$ cat src/rtl/fpsr_game_clock_professor.sv
// fpsr_game_clock_professor
//   Game-time base and professor-call generator for the game-state FSM.
//   Counts game minutes from Clk, raises professor calls at pseudo-random
//   minute intervals (MIN_GAP plus masked LFSR bits) and holds each call
//   until the FSM reports it has entered QUIZ.
//
// Ports
//   Clk            in   system clock
//   Reset          in   asynchronous, active-high reset
//   clear          in   synchronous game restart
//   run            in   advance game time
//   allow_call     in   FSM can accept a professor call now
//   in_quiz        in   FSM is in QUIZ; acknowledges an outstanding call
//   minutes        out  game minutes elapsed, saturates at 255
//   min_tick       out  one-cycle pulse on each minute boundary
//   professor_req  out  professor call, held until acknowledged
//   quiz_num       out  index of current/last call, saturates at 15
//   time_up        out  minutes >= MAX_MIN, registered one cycle behind minutes
module fpsr_game_clock_professor #(
  parameter int unsigned TICKS_PER_MIN = 100_000_000,
  parameter int unsigned MAX_MIN       = 120,
  parameter int unsigned MIN_GAP       = 5,
  parameter logic [7:0]  GAP_MASK      = 8'h07,
  parameter logic [15:0] LFSR_SEED     = 16'hACE1
) (
  input  logic       Clk,
  input  logic       Reset,
  input  logic       clear,
  input  logic       run,
  input  logic       allow_call,
  input  logic       in_quiz,
  output logic [7:0] minutes,
  output logic       min_tick,
  output logic       professor_req,
  output logic [3:0] quiz_num,
  output logic       time_up
);

  // TICKS_PER_MIN is at least 2, so this width is at least 1.
  localparam int TICK_W = $clog2(TICKS_PER_MIN);
  localparam logic [TICK_W-1:0] TICK_LAST = TICK_W'(TICKS_PER_MIN - 1);
  localparam logic [8:0]        MIN_GAP_9 = 9'(MIN_GAP);

  localparam logic [1:0] ST_ARM  = 2'd0;
  localparam logic [1:0] ST_WAIT = 2'd1;
  localparam logic [1:0] ST_CALL = 2'd2;
  localparam logic [1:0] ST_HOLD = 2'd3;

  logic [15:0]       lfsr_q, lfsr_d;
  logic [TICK_W-1:0] tick_cnt_q, tick_cnt_d;
  logic [7:0]        minutes_q, minutes_d;
  logic              min_tick_q, min_tick_d;
  logic              time_up_q, time_up_d;
  logic [1:0]        pstate_q, pstate_d;
  logic [7:0]        gap_cnt_q, gap_cnt_d;
  logic              professor_req_q, professor_req_d;
  logic [3:0]        quiz_num_q, quiz_num_d;

  logic              tick_fire;
  logic [8:0]        gap_sum;
  logic [7:0]        gap_load;

  always_comb begin
    // Galois LFSR keeps running through clear and run=0 so the call
    // spacing differs from game to game.
    lfsr_d = {1'b0, lfsr_q[15:1]} ^ (lfsr_q[0] ? 16'hB400 : 16'h0000);

    tick_fire = run && (tick_cnt_q == TICK_LAST);
    gap_sum   = MIN_GAP_9 + {1'b0, lfsr_q[7:0] & GAP_MASK};
    gap_load  = gap_sum[8] ? 8'hFF : gap_sum[7:0];

    tick_cnt_d      = tick_cnt_q;
    minutes_d       = minutes_q;
    min_tick_d      = 1'b0;
    time_up_d       = (32'(minutes_q) >= MAX_MIN);
    pstate_d        = pstate_q;
    gap_cnt_d       = gap_cnt_q;
    professor_req_d = professor_req_q;
    quiz_num_d      = quiz_num_q;

    if (run) begin
      tick_cnt_d = tick_fire ? '0 : tick_cnt_q + 1'b1;
    end

    // The pulse still fires at 255 minutes; only the count saturates.
    if (tick_fire) begin
      min_tick_d = 1'b1;
      if (minutes_q != 8'hFF) begin
        minutes_d = minutes_q + 8'd1;
      end
    end

    case (pstate_q)
      ST_ARM: begin
        gap_cnt_d = gap_load;
        pstate_d  = ST_WAIT;
      end
      ST_WAIT: begin
        // The minute boundary that zeroes gap_cnt is seen on the same edge
        // minutes increments, so the call issues one cycle later. With
        // allow_call low the call stays pending here.
        if (gap_cnt_q != 8'd0) begin
          if (tick_fire) begin
            gap_cnt_d = gap_cnt_q - 8'd1;
          end
        end else if (allow_call) begin
          pstate_d        = ST_CALL;
          professor_req_d = 1'b1;
          if (quiz_num_q != 4'hF) begin
            quiz_num_d = quiz_num_q + 4'd1;
          end
        end
      end
      ST_CALL: begin
        if (in_quiz) begin
          professor_req_d = 1'b0;
          pstate_d        = ST_HOLD;
        end
      end
      default: begin
        if (!in_quiz) begin
          pstate_d = ST_ARM;
        end
      end
    endcase

    if (clear) begin
      tick_cnt_d      = '0;
      minutes_d       = 8'd0;
      min_tick_d      = 1'b0;
      time_up_d       = 1'b0;
      professor_req_d = 1'b0;
      quiz_num_d      = 4'd0;
      gap_cnt_d       = 8'd0;
      pstate_d        = ST_ARM;
    end
  end

  always_ff @(posedge Clk or posedge Reset) begin
    if (Reset) begin
      lfsr_q          <= LFSR_SEED;
      tick_cnt_q      <= '0;
      minutes_q       <= 8'd0;
      min_tick_q      <= 1'b0;
      time_up_q       <= 1'b0;
      pstate_q        <= ST_ARM;
      gap_cnt_q       <= 8'd0;
      professor_req_q <= 1'b0;
      quiz_num_q      <= 4'd0;
    end else begin
      lfsr_q          <= lfsr_d;
      tick_cnt_q      <= tick_cnt_d;
      minutes_q       <= minutes_d;
      min_tick_q      <= min_tick_d;
      time_up_q       <= time_up_d;
      pstate_q        <= pstate_d;
      gap_cnt_q       <= gap_cnt_d;
      professor_req_q <= professor_req_d;
      quiz_num_q      <= quiz_num_d;
    end
  end

  assign minutes       = minutes_q;
  assign min_tick      = min_tick_q;
  assign professor_req = professor_req_q;
  assign quiz_num      = quiz_num_q;
  assign time_up       = time_up_q;

endmodule

$ cat config.mk
export PLATFORM = sky130hd
export DESIGN_NAME = fpsr_game_clock_professor
export DESIGN_NICKNAME = d
export VERILOG_FILES = /design/src/rtl/fpsr_game_clock_professor.sv
export SDC_FILE = /design/constraint.sdc
export NUM_CORES = 1
export LEC_CHECK = 0
export BUFFER_PORTS_ARGS = -buffer_cell sky130_fd_sc_hd__buf_2
export CAP_MARGIN = 40
export CORE_ASPECT_RATIO = 1.25
export CORE_UTILIZATION = 45
export CTS_CLUSTER_DIAMETER = 150
export DETAILED_ROUTE_END_ITERATION = 16
export GPL_TIMING_DRIVEN = 0
export PLACE_DENSITY_LB_ADDON = 0.15
export SLEW_MARGIN = 30
export SYNTH_ARGS = -nofsm -noshare
export SYNTH_HDL_FRONTEND = slang
export SYNTH_SLANG_ARGS = --single-unit
$ cat constraint.sdc
create_clock -name Clk -period 4.57 [get_ports Clk]
set_input_delay 0 -clock Clk [delete_from_list [all_inputs] [get_ports Clk]]
set_output_delay 0 -clock Clk [all_outputs]
set_load 0.1 [all_outputs]
# Yosys cells after proc, flatten, opt, wreduce, memory -nomap -nowiden
# Index checks and enable logic that the tools add are counted.
# Widths: inputs -> output; s select.
[word_totals] reg_bits=68 input_bits=6 out_inout_bits=15 elab_cells=75
[op_classes] add_sub_neg=5 order_cmp=1 eq_ne=12 muxes=31 bitwise=1 n_reduce_logical=16
[op_table] operator="$mux 27" count=3
[op_table] operator="$mux 8" count=7
[op_table] operator="$add 27x1->27 const B" count=1
[op_table] operator="$eq 27x27->1 const B" count=1
[op_table] operator="$mux 4" count=5
[op_table] operator="$mux 16" count=1
[op_table] operator="$pmux 8 s2" count=1
[op_table] operator="$xor 15x16->16" count=1
[op_table] operator="$ne 3x3->1 const B" count=5
[op_table] operator="$reduce_and 4->1" count=3
[op_table] operator="$reduce_bool 2->1" count=6
[op_table] operator="$mux 2" count=5
[op_table] operator="$add 8x1->8 const B" count=1
[op_table] operator="$ge 8x7->1 const B" count=1
[op_table] operator="$ne 8x8->1 const B" count=1
[op_table] operator="$reduce_bool 8->1" count=1
[op_table] operator="$sub 8x1->8 const B" count=1
[op_table] operator="$mux 1" count=7
[op_table] operator="$pmux 2 s3" count=1
[op_table] operator="$reduce_bool 3->1" count=2
[op_table] operator="$ne 5x2->1 const B" count=1
[op_table] operator="$add 3x3->4 const A" count=1
[op_table] operator="$add 4x1->4 const B" count=1
[op_table] operator="$ne 4x4->1 const B" count=1
[op_table] operator="other kinds (8)" count=8

# Depth between registers and ports, before layout
# Gate-level depths: netlist (run 1).
[depth] ltp_word=6 mapped_depth=9 depth_no_buf=7

# Worst setup path after synthesis (run 1)
# Ideal clock, no wire load.
[synth_timing] path_type="register to register" startpoint="register minutes_q[1], in the netlist minutes[1]" endpoint="register minutes_q[4], in the netlist minutes[4]" setup_time_ps=125 arrival_time_ps=2289 required_ps=4445 setup_slack_ps=2156 path_stages_with_launch=6 n_path_buf=0 synth_period_minus_slack_ps=2414 cell_sequence="dfrtp_1 ha_1 nand2_1 nor4_1 nor4b_1 mux2_2"
[synth_via] elab_chain_cells=4 elab_cells_between_ends=7 classes_between="add/sub (1); eq/ne (1); mux (3); reduce/logical (2)"
[synth_lines] element="start, declared" line="51" source="logic [7:0] minutes_q, minutes_d;"
[synth_lines] element="start signal, assigned" line="153" source="minutes_q <= minutes_d;"
[synth_lines] element="$add 8x1->8" line="89" source="minutes_d = minutes_q + 8'd1;"
[synth_lines] element="$mux 8" line="88" source="if (minutes_q != 8'hFF) begin"
[synth_lines] element="$mux 8" line="86" source="if (tick_fire) begin"
[synth_lines] element="$mux 8" line="127" source="if (clear) begin"
# Parallel ways exist; a longest one is shown, timed or not. The select of a mux whose other input is x is not followed.
# A chain may end at the register's enable or synchronous reset.

# Final worst setup path (run 1)
[layout_timing] startpoint="register tick_cnt_q[1]" endpoint="register minutes_q[4], in the netlist minutes[4]"
[layout_via] elab_chain_cells=4
[layout_lines] element="start, declared" line="50" source="logic [TICK_W-1:0] tick_cnt_q, tick_cnt_d;"
[layout_lines] element="start signal, assigned" line="152" source="tick_cnt_q <= tick_cnt_d;"
[layout_lines] element="$eq 27x27->1" line="68" source="tick_fire = run && (tick_cnt_q == TICK_LAST);"
[layout_lines] element="$logic_and 1x1->1" line="68"
[layout_lines] element="$reduce_bool 2->1 (no source line)"
[layout_lines] element="$reduce_and 2->1 (no source line)"
# Every way passes these cells.

==> flow_summary.rst, run 1 <==
.. list-table::
   :header-rows: 1

   * - Metric
     - Value
   * - Largest net degree at the start of global routing
     - 39
   * - Number of instances in the synthesized netlist
     - 352
   * - Antenna violations before repair
     - 0
   * - TritonCTS buffer count
     - 9
   * - Setup TNS
     - 0 ns
   * - Root buffer selected by CTS
     - sky130_fd_sc_hd__clkbuf_8
   * - R2R cell count
     - 6
   * - Clock H-tree levels
     - 3
   * - Crit Reg-Reg Startpoint
     - tick_cnt_q[1]
   * - Count of antenna-violating nets left after detailed routing
     - 0
   * - Run status
     - finished, final reports clean
   * - TritonCTS clock tree
     - yes
   * - Most frequently used flop master after synthesis
     - sky130_fd_sc_hd__dfrtp_1
   * - Final RePlAce weighted congestion
     - approximately 0.80
   * - Vias
     - 2722
   * - Unrepaired setup endpoints after global routing
     - no
   * - Final-report max-slew violation count
     - 0
   * - DRT Wirelength
     - 7.81 mm
   * - Combined area of all synthesized cells
     - 0.00349 mm^2
   * - Pre-CTS setup slack
     - 2.08 ns
   * - Number of global-route vias before repair
     - 2764
   * - Number of warning messages in the yosys log
     - 0
   * - End point of the most critical hold path
     - tick_cnt_q[25]
   * - Final period util
     - approximately 55%
   * - Total inserted antenna cells
     - 0
   * - Setup slack after layout
     - 2.04 ns
   * - Number of detailed-route iterations in the first pass
     - 4
   * - Detail Placement HPWL
     - 5.52 mm
   * - Synthesized Nets
     - between 300 and 400
   * - Register-to-register setup slack
     - a little over 2 ns
   * - Cell types occupying the most area after synthesis
     - sky130_fd_sc_hd__dfrtp_1, sky130_fd_sc_hd__dfstp_2, sky130_fd_sc_hd__nor2_1
   * - EDFF count, synth
     - 0
   * - Relative slew slack
     - a little over two fifths
   * - Min-delay src
     - run
   * - Max Fanout on Critical Path
     - 7
   * - Mean routed wirelength per cell
     - ~16 um
   * - Clock latency on the worst-skew pair
     - 0.35 ns
   * - Proportion of synthesized chip area in sequential cells
     - 49.0%
   * - Distinct cell type count after synthesis
     - 54
   * - Crit Reg-Reg Endpoint
     - minutes[4]
   * - Number of placement rows
     - 35
   * - Area share of the largest cell type after synthesis
     - a little over two fifths
   * - Worst min-delay path class
     - input pin to flop
   * - Net total in the final layout
     - 403
   * - Effective utilization at floorplan
     - between 40% and 50%
   * - Initial drt markers
     - 190
   * - Power per cell area
     - 369 mW/mm^2
   * - Worst EP required
     - 4.80 ns
   * - Width of the die
     - 80.8 um
   * - Average footprint of a synthesized cell
     - 9.92 um^2
   * - Final Hold Violating Endpoints
     - 0
   * - Leading area contributor after synthesis
     - sky130_fd_sc_hd__dfrtp_1
   * - Maximum buffer depth of the clock tree
     - 2
   * - DRC Markers
     - 0
   * - Worst Setup End Kind
     - flop
   * - Register clock-pin slew on the reported worst setup and hold paths
     - 0.08 ns
   * - Gr usage total
     - 21.9%
   * - Fraction of final layout cells with drive strength greater than 1
     - about 15%
   * - Post-synthesis sequential element count
     - 68
   * - Final setup viols
     - 0
   * - Setup Crit Path Kind
     - flop to flop
   * - Setup Skew
     - around 0.012 ns
   * - Number of stages on the worst hold path
     - 4
   * - Max rail drop VDD
     - just over 0.2 mV
   * - Wire length of the first global-routing pass
     - 13.4 mm
   * - Floorplan Core Area
     - 0.00744 mm^2
   * - Slew of the pin with the lowest slew margin
     - 0.835 ns
   * - Full die area
     - 0.00812 mm^2
   * - Detailed-route vias per instance
     - roughly 5.6
   * - Number of maximum-capacitance constraint violations
     - 0
   * - Sinks on the clock net
     - 68
   * - Setup crit start kind
     - flop
   * - Time the final worst path needs with I/O delays and setup
     - 2.53 ns
   * - Remaining global-route overflow
     - 0
   * - Area Overhead vs Synth
     - 12.7%
   * - IO Pins
     - 21
   * - Share of flip-flops with an asynchronous set or reset after synthesis
     - 100%
   * - Critical Path AT
     - around 2.8 ns
   * - Count of fill cells added during filler insertion
     - 702
   * - Die Height
     - 100 um
   * - Count of buffers from port buffering
     - 20
   * - Post-CTS setup buffers
     - 0
   * - Maximum clock rate
     - ~400 MHz
   * - Static Leakage
     - 1.68 nW
[routing by layer]
layer | part of all wire (%) | vias to the layer above | track usage (%)
li1 | - | 1335 | -
met5 | 0 | - | 0
met3 | 3.7 | 15 | 4.43
met4 | 1.7 | 0 | 8.10
met2 | 50 | 51 | 37.1
met1 | 44 | 1321 | 27.5
[layout by cell type (no fill, tap or decap), types with 3 or more instances in the layout]
cell                       count
sky130_fd_sc_hd__or4_1         8
sky130_fd_sc_hd__buf_2        23
sky130_fd_sc_hd__nand4_1      15
sky130_fd_sc_hd__mux2_2        3
sky130_fd_sc_hd__clkbuf_8      9
sky130_fd_sc_hd__nand3_1      17
sky130_fd_sc_hd__a211oi_1      3
sky130_fd_sc_hd__ha_1         10
sky130_fd_sc_hd__nor4_1        5
sky130_fd_sc_hd__o31ai_1       6
sky130_fd_sc_hd__dfrtp_1      60
sky130_fd_sc_hd__a21oi_1      14
sky130_fd_sc_hd__o21ai_0      11
sky130_fd_sc_hd__nor4b_1       3
sky130_fd_sc_hd__nand2_1      20
sky130_fd_sc_hd__nand4b_1      3
sky130_fd_sc_hd__xor2_1       20
sky130_fd_sc_hd__nor2_1       48
sky130_fd_sc_hd__nor3_1       12
sky130_fd_sc_hd__and4_1        3
sky130_fd_sc_hd__xnor2_1       9
sky130_fd_sc_hd__clkbuf_1     12
sky130_fd_sc_hd__or4_4         3
sky130_fd_sc_hd__dfstp_2       8
sky130_fd_sc_hd__inv_1        14
sky130_fd_sc_hd__o21ai_1       4
sky130_fd_sc_hd__nand2b_1      6
[synth_stat cells (2+ instances only)]
cell,number
sky130_fd_sc_hd__o21ai_1,4
sky130_fd_sc_hd__or3_4,2
sky130_fd_sc_hd__nand4b_1,3
sky130_fd_sc_hd__clkbuf_1,8
sky130_fd_sc_hd__nand2b_1,6
sky130_fd_sc_hd__o31ai_1,6
sky130_fd_sc_hd__inv_1,15
sky130_fd_sc_hd__o211ai_1,2
sky130_fd_sc_hd__or4_4,3
sky130_fd_sc_hd__or3_1,2
sky130_fd_sc_hd__nand4_1,15
sky130_fd_sc_hd__buf_2,3
sky130_fd_sc_hd__dfstp_2,8
sky130_fd_sc_hd__a21boi_0,2
sky130_fd_sc_hd__a211oi_1,3
sky130_fd_sc_hd__a21oi_1,14
sky130_fd_sc_hd__nor4b_1,3
sky130_fd_sc_hd__mux2_2,3
sky130_fd_sc_hd__nor2b_1,2
sky130_fd_sc_hd__or4_1,8
sky130_fd_sc_hd__o21ai_0,11
sky130_fd_sc_hd__ha_1,10
sky130_fd_sc_hd__xnor2_1,9
sky130_fd_sc_hd__nor2_1,48
sky130_fd_sc_hd__xor2_1,20
sky130_fd_sc_hd__nand3_1,17
sky130_fd_sc_hd__or3b_1,2
sky130_fd_sc_hd__nand2_1,20
sky130_fd_sc_hd__and4_1,3
sky130_fd_sc_hd__dfrtp_1,60
sky130_fd_sc_hd__nor4_1,5
sky130_fd_sc_hd__nor3_1,12
sky130_fd_sc_hd__and3_1,2
[through the flow]
| stage | total power [mW] | hold WS (ns) | utilization [%] | instances | area [um^2] |
|---|---|---|---|---|---|
| after floorplan | 0.912 | 0.213 | - | 352 | 3490 |
| after global placement | 0.982 | 0.337 | 49.8 | 464 | 3710 |
| after detailed placement | 0.994 | 0.0216 | 50.1 | 465 | 3730 |
| after CTS | 1.47 | 0.0966 | 52.8 | 483 | 3930 |
| after global routing | 1.54 | 0.152 | 52.8 | 484 | 3930 |
| final | 1.45 | 0.127 | 52.8 | 484 | 3930 |
[where the power goes]
| group | total (mW) | internal (mW) | switching [mW] | leakage (nW) |
|---|---|---|---|---|
| clock network | 0.468 | 0.251 | 0.217 | 0.0914 |
| registers | 0.656 | 0.630 | 0.0254 | 0.913 |
| logic | 0.327 | 0.111 | 0.216 | 0.671 |
| total | 1.45 | 0.992 | 0.458 | 1.68 |
[logic make-up after synthesis]
family | count (synthesis) | synth area share (%)
buffers and inverters | 27 | 3.01
xor gates and xnor gates | 29 | 7.28
and+or+nand+nor | 160 | 25.3
AOI/OAI and AO/OA | 54 | 10.5
adders and majority gates | 10 | 3.58
muxes | 4 | 1.25
DFF | 68 | 49.0
[state kept, by name, summed over array words and instances (netlist names)]
signal / flops
quiz_num: 4
minutes: 8
professor_req: 1
gap_cnt_q: 8
pstate_q: 2
tick_cnt_q: 27
min_tick: 1
lfsr_q: 16
time_up: 1
[worst max-delay path, cell delays in order (launching register included)]
cell and delay, ns:
sky130_fd_sc_hd__dfrtp_1 0.42, sky130_fd_sc_hd__ha_1 0.28, sky130_fd_sc_hd__nand3_1 0.15, sky130_fd_sc_hd__nor3_1 0.47
sky130_fd_sc_hd__nand2_1 0.30, sky130_fd_sc_hd__nor4b_1 0.42, sky130_fd_sc_hd__mux2_2 0.37
[timing repair]
item,CTS,global route
hold buffers,2,0
hold endpoints to repair,31,0
resized for setup,0,0
[final cells by class]
type                       instances  area [um^2]  share of cell area (%)
buffer                            12         48.8                    1.24
timing repair buffer              24          145                    3.69
inverter                          15         58.8                    1.50
sequential                        68         1710                    43.5
tap                               92          115                    2.93
multi-input combinational        257         1670                    42.6
clock inverter                     3         40.0                    1.02
clock buffer                      13          139                    3.53
[worst max-delay path by stage]
stage	startpoint	endpoint	cells past startpoint	slack, ns
after global routing	tick_cnt_q[1]	minutes[4]	6	1.82
after global placement	Reset	quiz_num[3]	2	2.05
final	tick_cnt_q[1]	minutes[4]	6	2.04
after CTS	tick_cnt_q[1]	minutes[4]	6	2.03
after detailed placement	tick_cnt_q[0]	minutes[4]	6	2.08
after floorplan	minutes[1]	minutes[4]	5	2.16
Note: power is estimated with default switching activity, not from simulation.
==> inputs of run 2 (changes only) <==
Clock period 4.57 ns to 2.15 ns, I/O delays scaled along.
==> run 2 against run 1 <==
  * Clock skew fell by 0.0011 ns
  * Flip-flop and latch count did not move
  * Non-clock buffer count rose by 14
  * The flow now finishes with violations (setup timing)
  * Clock power rose by 120%
  * Clock-buffer cell count fell by 1
  * Register-to-register slack got worse by 2.1 ns
  * Final cell count rose by 2.9%
  * Largest cell class is now multi-input gates
  * Via count rose by 4.9%
==> flow_summary.rst, run 2 (same netlist as run 1, synthesis figures left out) <==
.. list-table::
   :header-rows: 1

   * - Metric
     - Value
   * - Commonest non-fill, non-tap cell in the layout
     - sky130_fd_sc_hd__nor2_1
   * - Final period util
     - 103%
   * - Number of maximum-capacitance constraint violations
     - 0
   * - Width of the die
     - 80.8 um
   * - Setup slack after layout
     - -0.0603 ns
   * - Mean routed wirelength per cell
     - roughly 16 um
   * - Setup Skew
     - 0.0111 ns
   * - Critical Path AT
     - 2.43 ns
   * - Run status
     - finished, violations left
   * - Number of detailed-route iterations in the first pass
     - 4
   * - Time the final worst path needs with I/O delays and setup
     - 2.21 ns
   * - Static Leakage
     - 1.81 nW
   * - Register-to-register setup slack
     - -0.06 ns
   * - Floorplan Core Area
     - 0.00744 mm^2
   * - Crit Reg-Reg Endpoint
     - minutes[0]
   * - Power per cell area
     - 778 mW/mm^2
   * - Number of flip-flops under the largest register name
     - 27
   * - Count of buffers from port buffering
     - 20
   * - Worst EP required
     - 2.37 ns
   * - Clock power frac
     - between 30% and 40%
   * - Capturing instance or port of the critical path
     - minutes[0]
   * - Initial drt markers
     - 154
   * - Registers with the highest flip-flop counts
     - tick_cnt_q (27), lfsr_q (16)
   * - Wire length of the first global-routing pass
     - 13.4 mm
   * - Worst min-delay path class
     - input pin to flop
   * - TritonCTS clock tree
     - yes
   * - IO Pins
     - 21
   * - Register clock-pin slew on the reported worst setup and hold paths
     - ~0.08 ns
   * - Worst Setup End Kind
     - flop
   * - Slew of the pin with the lowest slew margin
     - just under 0.9 ns
   * - Number of placement rows
     - 35
   * - Die Height
     - 100 um
   * - Min-delay src
     - clear
   * - Final Hold Violating Endpoints
     - 0
   * - DRT Wirelength
     - 7.95 mm
   * - Sw Ratio
     - 32.0%
   * - Final-report max-slew violation count
     - 0
   * - Setup Crit Path Kind
     - flop to flop
   * - Critical Path Start
     - tick_cnt_q[9]
   * - Setup TNS
     - -0.120 ns
   * - R2R cell count
     - 5
   * - Antenna violations before repair
     - 0
   * - Relative slew slack
     - between 40 and 50%
   * - Net switching power of the design
     - between 1 and 1.5 mW
   * - Maximum buffer depth of the clock tree
     - 2
   * - Detail Placement HPWL
     - 5.30 mm
   * - Cell Count, Final, Fillers Out
     - 498
   * - Internal Dissipation
     - 2.25 mW
   * - Max rail drop VDD
     - 0.484 mV
   * - Post-route core utilization
     - 57.2%
   * - Clock latency on the worst-skew pair
     - approximately 0.35 ns
   * - Total inserted antenna cells
     - 0
   * - DRC Markers
     - 0
   * - Maximum clock rate
     - between 400 and 500 MHz
   * - Portion of total power attributed to sequential cells
     - 42.4%
   * - Vias
     - 2855
   * - Number of placed instances with taps included
     - ~470
   * - Largest net degree at the start of global routing
     - between 40 and 50
   * - Unrepaired setup endpoints after global routing
     - yes
   * - Most frequent cells in the layout
     - sky130_fd_sc_hd__nor2_1, sky130_fd_sc_hd__dfrtp_1, sky130_fd_sc_hd__buf_2, sky130_fd_sc_hd__xor2_1
   * - Max Fanout on Critical Path
     - 4
   * - Crit Reg-Reg Startpoint
     - tick_cnt_q[9]
   * - Gr usage total
     - 21.8%
   * - Area Overhead vs Synth
     - 22.0%
   * - Combinational share of power
     - 25.8%
   * - Remaining global-route overflow
     - 0
   * - Fraction of final layout cells with drive strength greater than 1
     - 28.1%
   * - Final setup viols
     - 9
   * - Sinks on the clock net
     - 68
   * - Power Total
     - 3.31 mW
   * - Full die area
     - around 0.0081 mm^2
   * - Net total in the final layout
     - 417
   * - Register with the most flip-flops
     - tick_cnt_q
   * - Setup crit start kind
     - flop
   * - Pre-CTS setup slack
     - -0.261 ns
   * - Effective utilization at floorplan
     - 46.9%
   * - Clock H-tree levels
     - 3
   * - Root buffer selected by CTS
     - sky130_fd_sc_hd__clkbuf_8
   * - Final RePlAce weighted congestion
     - 0.796
   * - Failing checks
     - setup timing
   * - Number of global-route vias before repair
     - 2777
   * - TritonCTS buffer count
     - 9
   * - Count of antenna-violating nets left after detailed routing
     - 0
   * - Detailed-route vias per instance
     - 5.73
run 2: cell types whose count changed in the layout (fill, tap and decap cells not counted), moves of 3 or more:
cell,before,now
sky130_fd_sc_hd__buf_4,0,17
sky130_fd_sc_hd__clkbuf_1,12,8
sky130_fd_sc_hd__dfrtp_1,60,42
sky130_fd_sc_hd__dfrtp_2,0,18
sky130_fd_sc_hd__nor4b_1,3,0
sky130_fd_sc_hd__nor4b_2,0,3
run 2: per-stage QoR:
stage,hold WS (ns),cell area [um^2]
floorplan,0.211,3500
global placement,0.334,3720
global route,0.106,4260
finish,0.101,4260
CTS,0.0686,4100
detailed placement,-0.0162,3750
run 2: metal layers:
layer	track usage, %	share of wire (%)
met5	0	0
met2	34.9	50
met4	9.62	1.4
met1	28.6	46
met3	4.43	3.0
run 2: cell type report:
type	instances	area (um^2)
buffer	10	46.3
clock buffer	12	145
clock inverter	4	48.8
fill	656	3190
inverter	15	58.8
multi-input combinational	257	1830
sequential	68	1730
tap	92	115
timing repair buffer	40	283
run 2: power by group through the flow:
stage	combinational (mW)	sequential, mW	clock, mW
final	0.856	1.40	1.05
after global routing	0.939	1.41	1.14
after CTS	0.794	1.40	1.08
after detailed placement	0.689	1.42	0
after global placement	0.674	1.42	0
after floorplan	0.464	1.47	0
run 2: critical path, stage by stage (launching register included):
cell	delay, ns
sky130_fd_sc_hd__dfrtp_2	0.43
sky130_fd_sc_hd__or4b_1	0.52
sky130_fd_sc_hd__or4_4	0.59
sky130_fd_sc_hd__o21bai_4	0.22
sky130_fd_sc_hd__nand2_2	0.07
sky130_fd_sc_hd__mux2_2	0.26
run 2: worst min path at each step:
stage / end / slack (ns) / depth (start not counted)
after global routing: minutes[5] / 0.11 / 4
after floorplan: minutes[5] / 0.21 / 3
final: minutes[5] / 0.10 / 4
after detailed placement: minutes[7] / -0.02 / 2
after global placement: lfsr_q[3] / 0.33 / 0
after CTS: minutes[5] / 0.07 / 4
run 2: what timing repair did:
action	4_1_cts	5_1_grt
endpoints found under the hold margin	61	0
setup endpoints to repair	32	42
pin swaps	7	8
gates resized for setup	15	28
hold buffers	2	0
setup buffers	12	5
